### src/rtl/axi_lite_up_bridge.sv
// AXI4-Lite slave to up_ request/acknowledge register bus bridge.
// Independent write and read FSMs turn AXI handshakes into single-cycle up_ strobes.
module axi_lite_up_bridge #(
  parameter int unsigned ADDRESS_WIDTH = 32,
  parameter int unsigned ACK_TIMEOUT   = 255
) (
  input  logic                     aclk,
  input  logic                     arstn,
  input  logic                     s_axi_awvalid,
  input  logic [ADDRESS_WIDTH-1:0] s_axi_awaddr,
  input  logic [2:0]               s_axi_awprot,
  output logic                     s_axi_awready,
  input  logic                     s_axi_wvalid,
  input  logic [31:0]              s_axi_wdata,
  input  logic [3:0]               s_axi_wstrb,
  output logic                     s_axi_wready,
  output logic                     s_axi_bvalid,
  output logic [1:0]               s_axi_bresp,
  input  logic                     s_axi_bready,
  input  logic                     s_axi_arvalid,
  input  logic [ADDRESS_WIDTH-1:0] s_axi_araddr,
  input  logic [2:0]               s_axi_arprot,
  output logic                     s_axi_arready,
  output logic                     s_axi_rvalid,
  output logic [31:0]              s_axi_rdata,
  output logic [1:0]               s_axi_rresp,
  input  logic                     s_axi_rready,
  output logic                     up_wreq,
  output logic [ADDRESS_WIDTH-3:0] up_waddr,
  output logic [31:0]              up_wdata,
  input  logic                     up_wack,
  output logic                     up_rreq,
  output logic [ADDRESS_WIDTH-3:0] up_raddr,
  input  logic [31:0]              up_rdata,
  input  logic                     up_rack
);

  localparam int unsigned CntW = $clog2(ACK_TIMEOUT + 1);
  localparam logic [CntW-1:0] CntMax = CntW'(ACK_TIMEOUT - 1);

  localparam logic [1:0] StIdle = 2'd0;
  localparam logic [1:0] StAcc  = 2'd1;
  localparam logic [1:0] StWait = 2'd2;
  localparam logic [1:0] StResp = 2'd3;

  localparam logic [1:0] RespOkay   = 2'b00;
  localparam logic [1:0] RespSlverr = 2'b10;

  logic [1:0]               w_state_q, w_state_d;
  logic [CntW-1:0]          w_cnt_q, w_cnt_d;
  logic [1:0]               bresp_q, bresp_d;
  logic [ADDRESS_WIDTH-3:0] waddr_q, waddr_d;
  logic [31:0]              wdata_q, wdata_d;

  logic [1:0]               r_state_q, r_state_d;
  logic [CntW-1:0]          r_cnt_q, r_cnt_d;
  logic [1:0]               rresp_q, rresp_d;
  logic [ADDRESS_WIDTH-3:0] raddr_q, raddr_d;
  logic [31:0]              rdata_q, rdata_d;

  logic unused_ok;
  assign unused_ok = ^{s_axi_awprot, s_axi_arprot, s_axi_wstrb,
                       s_axi_awaddr[1:0], s_axi_araddr[1:0]};

  // Write path: AW and W are only taken together, never one alone.
  always_comb begin
    w_state_d = w_state_q;
    w_cnt_d   = w_cnt_q;
    bresp_d   = bresp_q;
    waddr_d   = waddr_q;
    wdata_d   = wdata_q;
    case (w_state_q)
      StIdle: if (s_axi_awvalid && s_axi_wvalid) w_state_d = StAcc;
      StAcc: begin
        waddr_d   = s_axi_awaddr[ADDRESS_WIDTH-1:2];
        wdata_d   = s_axi_wdata;
        w_cnt_d   = '0;
        w_state_d = StWait;
      end
      StWait: begin
        if (up_wack) begin
          bresp_d   = RespOkay;
          w_state_d = StResp;
        end else if (w_cnt_q == CntMax) begin
          bresp_d   = RespSlverr;
          w_state_d = StResp;
        end else begin
          w_cnt_d = w_cnt_q + CntW'(1);
        end
      end
      StResp: if (s_axi_bready) w_state_d = StIdle;
      default: w_state_d = StIdle;
    endcase
  end

  always_comb begin
    r_state_d = r_state_q;
    r_cnt_d   = r_cnt_q;
    rresp_d   = rresp_q;
    raddr_d   = raddr_q;
    rdata_d   = rdata_q;
    case (r_state_q)
      StIdle: if (s_axi_arvalid) r_state_d = StAcc;
      StAcc: begin
        raddr_d   = s_axi_araddr[ADDRESS_WIDTH-1:2];
        r_cnt_d   = '0;
        r_state_d = StWait;
      end
      StWait: begin
        if (up_rack) begin
          rdata_d   = up_rdata;
          rresp_d   = RespOkay;
          r_state_d = StResp;
        end else if (r_cnt_q == CntMax) begin
          rdata_d   = '0;
          rresp_d   = RespSlverr;
          r_state_d = StResp;
        end else begin
          r_cnt_d = r_cnt_q + CntW'(1);
        end
      end
      StResp: if (s_axi_rready) r_state_d = StIdle;
      default: r_state_d = StIdle;
    endcase
  end

  always_ff @(posedge aclk) begin
    if (!arstn) begin
      w_state_q <= StIdle;
      w_cnt_q   <= '0;
      bresp_q   <= '0;
      waddr_q   <= '0;
      wdata_q   <= '0;
      r_state_q <= StIdle;
      r_cnt_q   <= '0;
      rresp_q   <= '0;
      raddr_q   <= '0;
      rdata_q   <= '0;
    end else begin
      w_state_q <= w_state_d;
      w_cnt_q   <= w_cnt_d;
      bresp_q   <= bresp_d;
      waddr_q   <= waddr_d;
      wdata_q   <= wdata_d;
      r_state_q <= r_state_d;
      r_cnt_q   <= r_cnt_d;
      rresp_q   <= rresp_d;
      raddr_q   <= raddr_d;
      rdata_q   <= rdata_d;
    end
  end

  // The counter only sits at zero in the first WAIT cycle, which marks the strobe.
  assign s_axi_awready = (w_state_q == StAcc);
  assign s_axi_wready  = (w_state_q == StAcc);
  assign s_axi_bvalid  = (w_state_q == StResp);
  assign s_axi_bresp   = bresp_q;
  assign up_wreq       = (w_state_q == StWait) && (w_cnt_q == '0);
  assign up_waddr      = waddr_q;
  assign up_wdata      = wdata_q;

  assign s_axi_arready = (r_state_q == StAcc);
  assign s_axi_rvalid  = (r_state_q == StResp);
  assign s_axi_rresp   = rresp_q;
  assign s_axi_rdata   = rdata_q;
  assign up_rreq       = (r_state_q == StWait) && (r_cnt_q == '0);
  assign up_raddr      = raddr_q;

endmodule

### config.mk
export PLATFORM = sky130hd
export DESIGN_NAME = axi_lite_up_bridge
export DESIGN_NICKNAME = d
export VERILOG_FILES = /design/src/rtl/axi_lite_up_bridge.sv
export SDC_FILE = /design/constraint.sdc
export NUM_CORES = 1
export LEC_CHECK = 0
export ABC_AREA = 0
export BUFFER_PORTS_ARGS = -buffer_cell sky130_fd_sc_hd__buf_2
export CAP_MARGIN = 20
export CORE_MARGIN = 2
export CORE_UTILIZATION = 38
export CTS_CLUSTER_SIZE = 8
export DETAILED_ROUTE_END_ITERATION = 10
export GPL_ROUTABILITY_DRIVEN = 0
export PLACE_DENSITY = 0.78
export REMOVE_ABC_BUFFERS = 1
export SLEW_MARGIN = 10
export SYNTH_ARGS = -nofsm -noshare
export SYNTH_HDL_FRONTEND = slang
export SYNTH_SLANG_ARGS = --single-unit
### constraint.sdc
create_clock -name aclk -period 2.6 [get_ports aclk]
set_input_delay 0.26 -clock aclk [delete_from_list [all_inputs] [get_ports aclk]]
set_output_delay 0.26 -clock aclk [all_outputs]
set_load 0.005 [all_outputs]
==> results.tsv, run 1 <==
metric	value	unit
drv_slew	0	
synth_seq_cells	146	
critical_path.startpoint	w_state_q[0]	
numCtsBuffers	17	
synth_area_leader_cell	dfxtp_1	
wire_per_inst	13.3	um
regToRegStartpoint	w_state_q[0]	
fin_util	0.523	
max-slew-margin-rel	0.443	
rsz0062_at_grt	no	
finClkSkew	0.00576	ns
synth.distinct_cells	55	
layout_commonest_cell	buf_2	
seq_power_share	0.375	
ant_nets	0	
avgSynthCellArea	10.8	um2
first_iter_violations	151	
io_pins	282	
grt_pass1_vias	4355	
crit_path_start_kind	register	
power.density	962	nW/um2
ys_top_cells_by_area	dfxtp_1 49%, mux2i_1 16%, nor2b_1 10%, a22o_1 4.6%, ha_1 3.2%	
clock-sinks	146	
cp.arrival	1.83	ns
coreArea	15200	um2
grt_usage	0.150	
dpl.hpwl	9.58	mm
maxCapViolCount	0	
syn_area	5930	um2
antenna_found_initial	1	
synthXorXnorAreaFrac	0	
multi_input_area	2770	um2
crit_fanout	13	
peakVddDrop	0.489	mV
dp.cells	968	
cts_tree	built	
worst_slew_pin_slew	0.834	ns
min_path_type	input port to register	
min_period	2.09	ns
hold_violations	0	
clockRootBuffer	clkbuf_16	
die_h	129	um
clock.fmax	477	MHz
drt_first_pass_iters	4	
timing.critical_path.to	up_wreq	
clock_latency	0.41	ns
p_clk_frac	0.318	
routed_wl	13.3	mm
synth_seq_area_share	0.493	
vias	4766	
synthSimpleGateAreaFrac	0.163	
reg2reg_slack	0.63	ns
synth_top_area_share	0.493	
synth-async-reset-ratio	0	
cts.path.max_buffers	2	
period_share	0.806	
fillers	1378	
synth-edff-count	0	
post_cts_buffers	0	
synthToLayoutAreaGrowth	34.1	%
power.leakage	3.67	nW
die_area	16600	um2
end_kind	output port	
p_total	7.65	mW
regArea	2920	um2
fin_cells	1001	
power.switching	2.38	mW
avgViaCountPerCell	4.76	
cts_max_level	4	
final_cell_mix	265 x buf_2, 146 x dfxtp_1, 95 x nor2b_1	
num_rows	45	
swShare	0.311	
cts_hold_buf	0	
synth_ff_type	dfxtp_1	
outcome	finished clean	
p_int	5.28	mW
fin_nets	961	
port_buffers	265	
path_class	register to output port	
share_comb_of_total_power	0.307	
synth-compound-area-share	0.109	
synth_top_family_by_area	simple AND/OR/NAND/NOR gates	
r2r_cells	5	
final-setup-viol-count	0	
drive_above_1_share	0.388	
ys_warn_count	0	
overflow	0	
final.setup.tns	0	ns
muxShareOfSynthArea	0.161	
grt_pass1_wl	20.2	mm
path_clk_slew	0.06	ns
cp.required	2.34	ns
yosys.area_share.adder	0.0317	
drc	0	
start_util	0.390	
dieWidth	129	um
cts_resized	0	
grt_max_degree	65	
syn_inst	547	
rr_endpoint	w_cnt_q[4]	
finalHoldWorstSlack	0.0619	ns
[power groups by stage]
stage / sequential, mW / combinational [mW] / clock [mW]
after floorplan: 2.95 / 1.55 / 0
after global placement: 2.90 / 2.33 / 0
after detailed placement: 2.91 / 2.37 / 0
after CTS: 2.87 / 2.37 / 2.50
after global routing: 2.92 / 2.59 / 2.61
final: 2.87 / 2.35 / 2.43
[synthesized netlist by cell type, drive strengths merged, types with 3 or more instances]
library cell  number
nor2b             95
o22ai              4
nor4               4
nor2               5
and3               3
nand3              7
o21ai              6
inv               13
clkbuf            12
a21boi             5
mux2i             94
o211ai             3
nand2             29
nand4              4
a21oi              8
dfxtp            146
ha                15
a22o              33
o31ai              5
buf               26
o31a               3
[layer usage]
metal	routed length, um	global-route usage	up-vias
met4	249	0.0582	0
li1	-	-	2417
met2	6540	0.254	171
met5	0	0	-
met1	5750	0.175	2153
met3	795	0.0495	25
[stage by stage]
step	cell area (um2)	setup slack, ns
final	7950	0.505
after global routing	7950	0.309
after CTS	7950	0.457
after detailed placement	7360	0.677
after global placement	7360	0.707
after floorplan	5730	-0.492
[cell families after synthesis]
logic type | count (synthesis)
buffers and inverters | 51
AO/OA/AOI/OAI | 78
flip-flops | 146
multiplexers | 95
AND/OR/NAND/NOR | 161
adder cells (fa/ha/maj) | 15
other | 1
[cell type report]
type                    instances  area share
repair buffers                270       0.173
inverters                      13     0.00614
diodes                          1    0.000315
clock buffers                  19      0.0557
clock inverters                13      0.0189
flip-flops and latches        146       0.368
well taps                     188      0.0296
multi-input cells             351       0.349
[flip-flops by register name (all words and copies together), names as in the netlist]
name	flops
s_axi_rdata	32
up_wdata	32
up_raddr	30
up_waddr	30
r_cnt_q	8
w_cnt_q	8
r_state_q	2
w_state_q	2
s_axi_bresp	1
s_axi_rresp	1
[worst min-delay path by stage]
stage               startpoint               to  cells past startpoint  slack (ns)
4_1_cts            up_rdata[7]   s_axi_rdata[7]                      2        0.04
6_report           up_rdata[6]   s_axi_rdata[6]                      2        0.06
3_5_place_dp    s_axi_rdata[3]   s_axi_rdata[3]                      1        0.45
2_1_floorplan            arstn   s_axi_rresp[1]                      2        0.37
5_1_grt           up_rdata[18]  s_axi_rdata[18]                      2        0.04
3_3_place_gp   s_axi_rdata[22]  s_axi_rdata[22]                      1        0.45
[worst max-delay path: stages (launching register included)]
cell and delay [ns]:
dfxtp_1 0.36, inv_1 0.13, ha_1 0.46, nand2_1 0.10, nor4_1 0.21, buf_2 0.15
Power figures use the tool's default switching activity.
==> run 2: changes to the inputs <==
==> constraint.sdc (replaced) <==
create_clock -name aclk -period 2.2 [get_ports aclk]
set_input_delay 0.22 -clock aclk [delete_from_list [all_inputs] [get_ports aclk]]
set_output_delay 0.22 -clock aclk [all_outputs]
set_load 0.005 [all_outputs]
==> results.tsv, run 2 (synthesis gave the netlist of run 1 again) <==
metric	value	unit	change
cts_tree	built		unchanged
seq_power_share	0.380		was 0.375
reg2reg_slack	0.27	ns	was 0.63 ns
drive_above_1_share	0.393		was 0.388
power.leakage	3.69	nW	was 3.67 nW
end_kind	output port		unchanged
path_clk_slew	0.06	ns	about the same
grt_max_degree	77		was 65
min_period	2.02	ns	
fin_util	0.524		was 0.523
clock-sinks	146		unchanged
fin_ws	0.180	ns	was 0.505 ns
clockRootBuffer	clkbuf_16		unchanged
swShare	0.323		was 0.311
p_clk_frac	0.298		was 0.318
drv_slew	0		unchanged
finClkSkew	0.00837	ns	was 0.00576 ns
antenna_cells	0		was 1
crit_path_start_kind	register		unchanged
cts_max_level	4		unchanged
final-setup-viol-count	0		unchanged
start_util	0.390		unchanged
cp.required	1.98	ns	was 2.34 ns
dpl.hpwl	9.84	mm	was 9.58 mm
ant_nets	0		unchanged
dp.cells	973		was 968
cpMaxStageDelayCell	or4_1		was ha_1
max-slew-margin-rel	0.455		was 0.443
rr_endpoint	s_axi_rdata[0]		was w_cnt_q[4]
cp.arrival	1.80	ns	was 1.83 ns
cp_top_family	simple AND/OR/NAND/NOR gates		was adder cells
die_area	16600	um2	unchanged
placed_area	7390	um2	was 7360 um2
num_rows	45		unchanged
power.density	1120	nW/um2	was 962 nW/um2
grt_pass1_vias	4340		was 4355
fin_cells	1007		was 1001
vias	4808		was 4766
outcome	finished clean		unchanged
r2r_cells	6		was 5
path_buf_inv	1		was 2
overflow	0		unchanged
whs_path_depth	2		unchanged
grt_usage	0.155		was 0.150
design_area	7970	um2	was 7950 um2
wire_per_inst	13.7	um	was 13.3 um
avgViaCountPerCell	4.77		was 4.76
power.switching	2.88	mW	was 2.38 mW
holdPathEnd	s_axi_rdata[14]		was s_axi_rdata[6]
grt_pass1_wl	20.8	mm	was 20.2 mm
first_iter_violations	151		unchanged
layout_commonest_cell	buf_2		unchanged
pre_cts_ws	0.272	ns	was 0.677 ns
dieWidth	129	um	unchanged
final_cell_mix	265 x buf_2, 146 x dfxtp_1, 95 x nor2b_1		unchanged
numCtsBuffers	17		unchanged
clock_latency	0.41	ns	about the same
die_h	129	um	unchanged
regToRegStartpoint	r_cnt_q[0]		was w_state_q[0]
hold_violations	0		unchanged
share_comb_of_total_power	0.322		was 0.307
peakVddDrop	0.613	mV	was 0.489 mV
synthToLayoutAreaGrowth	34.5	%	was 34.1%
fillers	1380		was 1378
cpPeakStageDelay	0.55	ns	was 0.46 ns
routed_wl	13.8	mm	was 13.3 mm
min_path_type	input port to register		unchanged
period_share	0.918		
hold_start	up_rdata[14]		was up_rdata[6]
drt_first_pass_iters	4		unchanged
port_buffers	265		unchanged
rsz0062_at_grt	no		unchanged
crit_fanout	8		was 13
path_class	register to output port		unchanged
antenna_found_initial	0		was 1
drc	0		unchanged
clock.fmax	495	MHz	
p_int	6.05	mW	was 5.28 mW
post_cts_buffers	0		unchanged
worst_slew_pin_slew	0.815	ns	was 0.834 ns
coreArea	15200	um2	unchanged
cts.path.max_buffers	2		unchanged
io_pins	282		unchanged
maxCapViolCount	0		unchanged
fin_nets	968		was 961
cp_cell_sequence	or4_1 -> nor4_1 -> buf_2		was inv_1 -> ha_1 -> nand2_1 -> nor4_1 -> buf_2
run 2: worst reg2reg max path: stages, from the launching register on:
cell      delay, ns
dfxtp_1        0.39
inv_1          0.10
ha_1           0.23
nand3_4        0.15
o21bai_4       0.09
a21boi_4       0.65
a22o_2         0.26
run 2: how the worst max path moves through the flow:
stage	from	end	depth (start not counted)
after floorplan	w_state_q[1]	up_waddr[0]	4
after detailed placement	r_cnt_q[0]	s_axi_rdata[0]	6
after global placement	r_cnt_q[0]	s_axi_rdata[0]	6
final	r_cnt_q[2]	up_rreq	3
after CTS	r_cnt_q[2]	up_rreq	3
after global routing	w_state_q[1]	s_axi_wready	4
run 2: timing repair:
action,in CTS,in global routing
hold buffers,1,0
hold endpoints to repair,1,0
gates resized for setup,0,0
run 2: through the flow:
step	power [mW]	setup TNS [ns]	hold WS, ns
2_1_floorplan	5.31	-56.49	0.334
4_1_cts	9.02	0	0.000153
3_5_place_dp	6.34	0	0.441
6_report	8.93	0	0.0192
5_1_grt	9.48	0	0.00551
3_3_place_gp	6.27	0	0.436
run 2: per-layer routing:
layer	vias to the layer above	GRT usage	wire, um
li1	2429	-	-
met1	2192	0.184	5800
met2	167	0.266	6850
met3	20	0.0470	892
met4	0	0.0518	255
met5	-	0	0
run 2: final cells by class:
cell class / instances / area, um2 / area share
clock buffer: 17 / 425 / 0.0534
clock inverter: 15 / 126 / 0.0159
inverter: 13 / 48.8 / 0.00612
multi-input combinational: 351 / 2770 / 0.348
sequential: 146 / 2920 / 0.367
tap: 188 / 235 / 0.0295
timing repair buffer: 277 / 1440 / 0.181
run 2: power groups by stage:
stage | Combinational, mW | Sequential, mW | Clock [mW]
2_1_floorplan | 1.83 | 3.48 | 0
3_3_place_gp | 2.85 | 3.42 | 0
3_5_place_dp | 2.89 | 3.45 | 0
4_1_cts | 2.90 | 3.40 | 2.72
5_1_grt | 3.18 | 3.45 | 2.85
6_report | 2.88 | 3.39 | 2.66
